==> config.mk <==
export PLATFORM = sky130hd
export DESIGN_NAME = vectadd_mul_arbiter
export DESIGN_NICKNAME = d
export VERILOG_FILES = /design/src/rtl/vectadd_mul_arbiter.sv
export SDC_FILE = /design/constraint.sdc
export NUM_CORES = 1
export LEC_CHECK = 0
export CAP_MARGIN = 10
export CORE_AREA = 3 3 131 133
export CTS_CLUSTER_DIAMETER = 40
export CTS_CLUSTER_SIZE = 10
export DETAILED_ROUTE_END_ITERATION = 10
export DIE_AREA = 0 0 134 136
export PLACE_DENSITY_LB_ADDON = 0.1
export SLEW_MARGIN = 20
export SYNTH_ARGS = -nofsm -noshare
export SYNTH_HDL_FRONTEND = slang
export SYNTH_SLANG_ARGS = --single-unit
export TNS_END_PERCENT = 20
==> constraint.sdc <==
create_clock -name clk_i -period 1.4 [get_ports clk_i]
set_input_delay 0.14 -clock clk_i [delete_from_list [all_inputs] [get_ports clk_i]]
set_output_delay 0.14 -clock clk_i [all_outputs]
set_load 0.03 [all_outputs]
==> src/rtl/vectadd_mul_arbiter.sv <==
// vectadd_mul_arbiter
// Shares one two-stage 32x32->64 multiplier cell between two vector-add lane
// requesters. One request is granted per cycle. Two valid/id pairs follow the
// operands through the cell's input register and then its output register.
// The product is returned on a single response channel that supports backpressure.
//
// Optional build macro: VECTADD_MUL_ARB_RR_EN
//   defined   -> round-robin tie-break between the two requesters
//   undefined -> fixed priority, requester 0 always wins a tie

module vectadd_mul_arbiter #(
  parameter int WIDTH = 32
) (
  input  logic                 clk_i,
  input  logic                 reset_n_i,

  input  logic [1:0]           req_valid_i,
  output logic [1:0]           req_ready_o,
  input  logic [2*WIDTH-1:0]   req_src1_i,
  input  logic [2*WIDTH-1:0]   req_src2_i,
  input  logic [1:0]           req_signed1_i,
  input  logic [1:0]           req_signed2_i,

  output logic [WIDTH-1:0]     mul_src1_o,
  output logic [WIDTH-1:0]     mul_src2_o,
  output logic                 mul_signa_o,
  output logic                 mul_signb_o,
  output logic                 mul_in_en_o,
  output logic                 mul_out_en_o,
  input  logic [2*WIDTH-1:0]   mul_result_i,

  output logic                 rsp_valid_o,
  output logic                 rsp_id_o,
  output logic [2*WIDTH-1:0]   rsp_data_o,
  input  logic                 rsp_ready_i,

  output logic                 busy_o
);

  // Stage 1: an operand pair sits in the cell input registers.
  logic v1_q, v1_d;
  logic id1_q, id1_d;
  // Stage 2: a product sits in the cell output register.
  logic v2_q, v2_d;
  logic id2_q, id2_d;

  // Grant decision for the current cycle.
  logic [1:0] grant;
  logic       gnt_idx;
  logic       xfer;

`ifdef VECTADD_MUL_ARB_RR_EN
  // Index of the most recently granted requester. On a tie, the other requester wins.
  logic last_q, last_d;
`endif

  // Pipeline enables: the output stage moves when it is empty or being drained.
  // The input stage moves when it is empty or its contents move forward.
  assign mul_out_en_o = !v2_q | rsp_ready_i;
  assign mul_in_en_o  = !v1_q | mul_out_en_o;

  // Pick at most one requester, and only when stage 1 can take a new operand pair.
  always_comb begin
    grant   = 2'b00;
    gnt_idx = 1'b0;
    if (mul_in_en_o && reset_n_i) begin
      case (req_valid_i)
        2'b01: begin
          grant   = 2'b01;
          gnt_idx = 1'b0;
        end
        2'b10: begin
          grant   = 2'b10;
          gnt_idx = 1'b1;
        end
        2'b11: begin
`ifdef VECTADD_MUL_ARB_RR_EN
          gnt_idx = ~last_q;
          grant   = last_q ? 2'b01 : 2'b10;
`else
          gnt_idx = 1'b0;
          grant   = 2'b01;
`endif
        end
        default: begin
          grant   = 2'b00;
          gnt_idx = 1'b0;
        end
      endcase
    end
  end

  assign req_ready_o = grant;
  assign xfer        = |(req_valid_i & grant);

  // Route the granted requester's operands and sign flags to the cell.
  // When nothing is granted, requester 0 is selected.
  assign mul_src1_o  = gnt_idx ? req_src1_i[WIDTH +: WIDTH] : req_src1_i[0 +: WIDTH];
  assign mul_src2_o  = gnt_idx ? req_src2_i[WIDTH +: WIDTH] : req_src2_i[0 +: WIDTH];
  assign mul_signa_o = gnt_idx ? req_signed1_i[1] : req_signed1_i[0];
  assign mul_signb_o = gnt_idx ? req_signed2_i[1] : req_signed2_i[0];

  // Stage tracking follows the same enables as the cell registers, so it stays in step with them.
  always_comb begin
    v1_d  = v1_q;
    id1_d = id1_q;
    v2_d  = v2_q;
    id2_d = id2_q;
    if (mul_in_en_o) begin
      v1_d  = xfer;
      id1_d = gnt_idx;
    end
    if (mul_out_en_o) begin
      v2_d  = v1_q;
      id2_d = id1_q;
    end
  end

  // Stage valid/id registers. Reset drops any product in flight.
  always_ff @(posedge clk_i or negedge reset_n_i) begin
    if (!reset_n_i) begin
      v1_q  <= 1'b0;
      id1_q <= 1'b0;
      v2_q  <= 1'b0;
      id2_q <= 1'b0;
    end else begin
      v1_q  <= v1_d;
      id1_q <= id1_d;
      v2_q  <= v2_d;
      id2_q <= id2_d;
    end
  end

`ifdef VECTADD_MUL_ARB_RR_EN
  // The pointer records whoever actually transferred. After reset it points at 1, so requester 0 wins first.
  always_comb begin
    last_d = last_q;
    if (xfer) begin
      last_d = gnt_idx;
    end
  end

  // Round-robin pointer register.
  always_ff @(posedge clk_i or negedge reset_n_i) begin
    if (!reset_n_i) begin
      last_q <= 1'b1;
    end else begin
      last_q <= last_d;
    end
  end
`endif

  // The response is the cell output register itself, tagged with the id of its owner.
  assign rsp_valid_o = v2_q;
  assign rsp_id_o    = id2_q;
  assign rsp_data_o  = mul_result_i;
  assign busy_o      = v1_q | v2_q;

endmodule

==> impl_metrics.json <==
{
  "status": "complete, but fails checks",
  "violations": "negative setup slack",
  "grt_overflow": 0,
  "slew_violations": 0,
  "p_int_w": 0.00133,
  "rsz0062_at_grt": "yes",
  "finalClockSkew_ns": 0.000737,
  "pwr-share-seq_pct": 6.9,
  "hold_viol": 0,
  "synthCells": 152,
  "wl_um": 8290,
  "grt_pass1_wl_um": 11000,
  "synth_area_um2": 1510,
  "vdd_drop_max_v": 0.000364,
  "antenna_left": 0,
  "ios": 338,
  "post-route-drc-count": 0,
  "synth_warnings": 0,
  "hold_path.class": "input pin to async pin",
  "worst_slack_ns": -0.606,
  "timing.hold.ws_ns": 0.229,
  "area_delta_synth_final_pct": 154,
  "numCtsBuffers": 3,
  "first_global_vias": 1907,
  "die_w_um": 134,
  "critPathMaxFanout": 7,
  "yosys.cell_types.count": 15,
  "antenna_found_initial": 0,
  "htreeDepth": 1,
  "fin_area_um2": 3840,
  "arrival_ns": 1.87,
  "placed_cell_area_um2": 3420,
  "cts_sinks": 4,
  "dp_hpwl_um": 6580,
  "clock_latency_ns": 0.22,
  "clockRootBuffer": "clkbuf_16",
  "swShare_pct": 33.8,
  "rr_startpoint": "v1_q",
  "wl_per_cell_um": 15.3,
  "p_leak_nw": 1.65,
  "critPathKind": "register to primary output",
  "nets": 528,
  "path_clk_slew_ns": 0.03,
  "period_needed_ns": 2.01,
  "fmax_mhz": 498,
  "startpoint_type": "register",
  "maxCapViolations": 0,
  "period_share_pct": 143,
  "vias_per_cell": 3.32,
  "nFillCells": 1752,
  "clockPowerShare_pct": 23.0,
  "reg2reg_depth": 6,
  "slew_headroom_pct": 76.0,
  "p_sw_w": 0.000678,
  "place_congestion": 0.649,
  "ys_ff_latch": 4,
  "die-height_um": 136,
  "critical_path_required_ns": 1.26,
  "syn_avg_cell_area_um2": 9.92,
  "io_buffers": 209,
  "cts_tree": "done",
  "drt-initial-drc-count": 19,
  "powerDensity_nw_per_um2": 523,
  "tightest_slew_ns": 0.361,
  "drive_gt1_share_pct": 55.2,
  "start_util_pct": 9.46,
  "dr.pass1.iters": 2,
  "clockBufferDepth": 2,
  "dr_total_vias": 1801,
  "fp-row-count": 46,
  "antenna_cells": 0,
  "setup_violations": 69,
  "placeableCoreArea_um2": 15900,
  "worstSetupEndpointType": "primary output",
  "r2r-end": "v1_q",
  "grt_start_max_net_pins": 21,
  "cp-startpoint": "rsp_valid_o",
  "endpoint": "mul_src1_o[12]",
  "p_comb_share_pct": 70.1,
  "rrSetupSlack_ns": -0.04,
  "seq_area_frac_synth_pct": 6.64,
  "track_usage_pct": 7.61,
  "p_total_w": 0.00201,
  "die_area_um2": 18200,
  "syn_nets": 353
}
routing by layer:
layer | GRT usage [%] | routed length (um) | part of all wire, %
met1 | 7.05 | 2630 | 32
met2 | 13.4 | 4200 | 51
met3 | 4.63 | 1140 | 14
met4 | 3.43 | 325 | 3.9
met5 | 0 | 0 | 0
worst min-delay path by stage:
stage	slack, ns	cells after the start	start	endpoint
floorplan	-0.16	0	reset_n_i	id1_q
global placement	0.28	0	mul_result_i[25]	rsp_data_o[25]
detailed placement	0.28	0	mul_result_i[25]	rsp_data_o[25]
CTS	0.23	2	reset_n_i	v1_q
global route	0.26	2	reset_n_i	v1_q
finish	0.23	2	reset_n_i	v1_q
metrics by stage:
step / TNS (ns) / utilization [%] / std cells / setup slack (ns)
after global placement: -54.91 / 21.5 / 517 / -0.949
after CTS: -40.37 / 23.5 / 528 / -0.688
final: -36.77 / 24.1 / 542 / -0.606
after floorplan: -21.19 / - / 152 / -0.337
after detailed placement: -56.80 / 21.5 / 517 / -0.978
after global routing: -40.93 / 24.1 / 542 / -0.669
cell usage in the layout, fill, tap and decap left out, drive strengths merged:
| master | n |
|---|---|
| or2 | 1 |
| dlygate4sd2 | 2 |
| and4b | 1 |
| nand2b | 1 |
| mux2 | 67 |
| clkdlybuf4s15 | 5 |
| a21o | 1 |
| a211o | 1 |
| dfrtp | 4 |
| inv | 1 |
| clkdlybuf4s50 | 135 |
| buf | 96 |
| and3 | 1 |
| or2b | 1 |
| clkbuf | 8 |
| nand3b | 1 |
worst max-delay path, cell delays in order, from the launching register on:
cell,delay (ns)
dfrtp_2,0.41
nand3b_4,0.08
and4b_4,0.31
buf_6,0.14
buf_12,0.12
buf_12,0.13
mux2_4,0.30
buf_6,0.15
power groups by stage:
stage	Sequential (W)	Combinational [W]	Clock, W
2_1_floorplan	0.000154	0.000917	0
3_3_place_gp	0.000141	0.00131	0
3_5_place_dp	0.000142	0.00131	0
4_1_cts	0.000140	0.00136	0.000472
5_1_grt	0.000140	0.00149	0.000480
6_report	0.000139	0.00141	0.000461
flip-flops by register name, indices dropped and copies added, names as in the netlist:
signal,cells
v1_q,1
rsp_id_o,1
id1_q,1
rsp_valid_o,1
cell type report:
type	count	area [um2]	area share (%)
tap	216	270	7.05
timing repair buffer	242	2390	62.4
inverter	1	3.75	0.0978
clock buffer	4	78.8	2.05
sequential	4	101	2.64
multi-input combinational	75	987	25.7
synth_stat cells:
cell type  number  share of area, %
buf_4          64                32
mux2_2         57                43
mux2_4         10                10
buf_2           5               1.7
dfrtp_1         4               6.6
buf_6           3               2.2
a211o_1         1              0.58
a21o_1          1              0.50
and3_1          1              0.42
and4b_1         1              0.66
inv_1           1              0.25
nand2b_1        1              0.42
nand3b_4        1               1.3
or2_2           1              0.42
or2b_1          1              0.50
cells by family (layout without fill, tap and decap cells):
family,Yosys count,count (layout),synth area share (%)
buffers and inverters,73,247,36.0
muxes,67,67,52.5
and+or+nand+nor,6,6,3.74
DFF,4,4,6.64
AOI/OAI and AO/OA,2,2,1.08
repair_timing:
action	CTS	global route
hold buffers	0	0
buffers inserted	6	13
pin swaps	0	1
setup endpoints to repair	70	71
gates resized for setup	186	127
gates cloned	1	3
(Power assumes the default switching activity.)
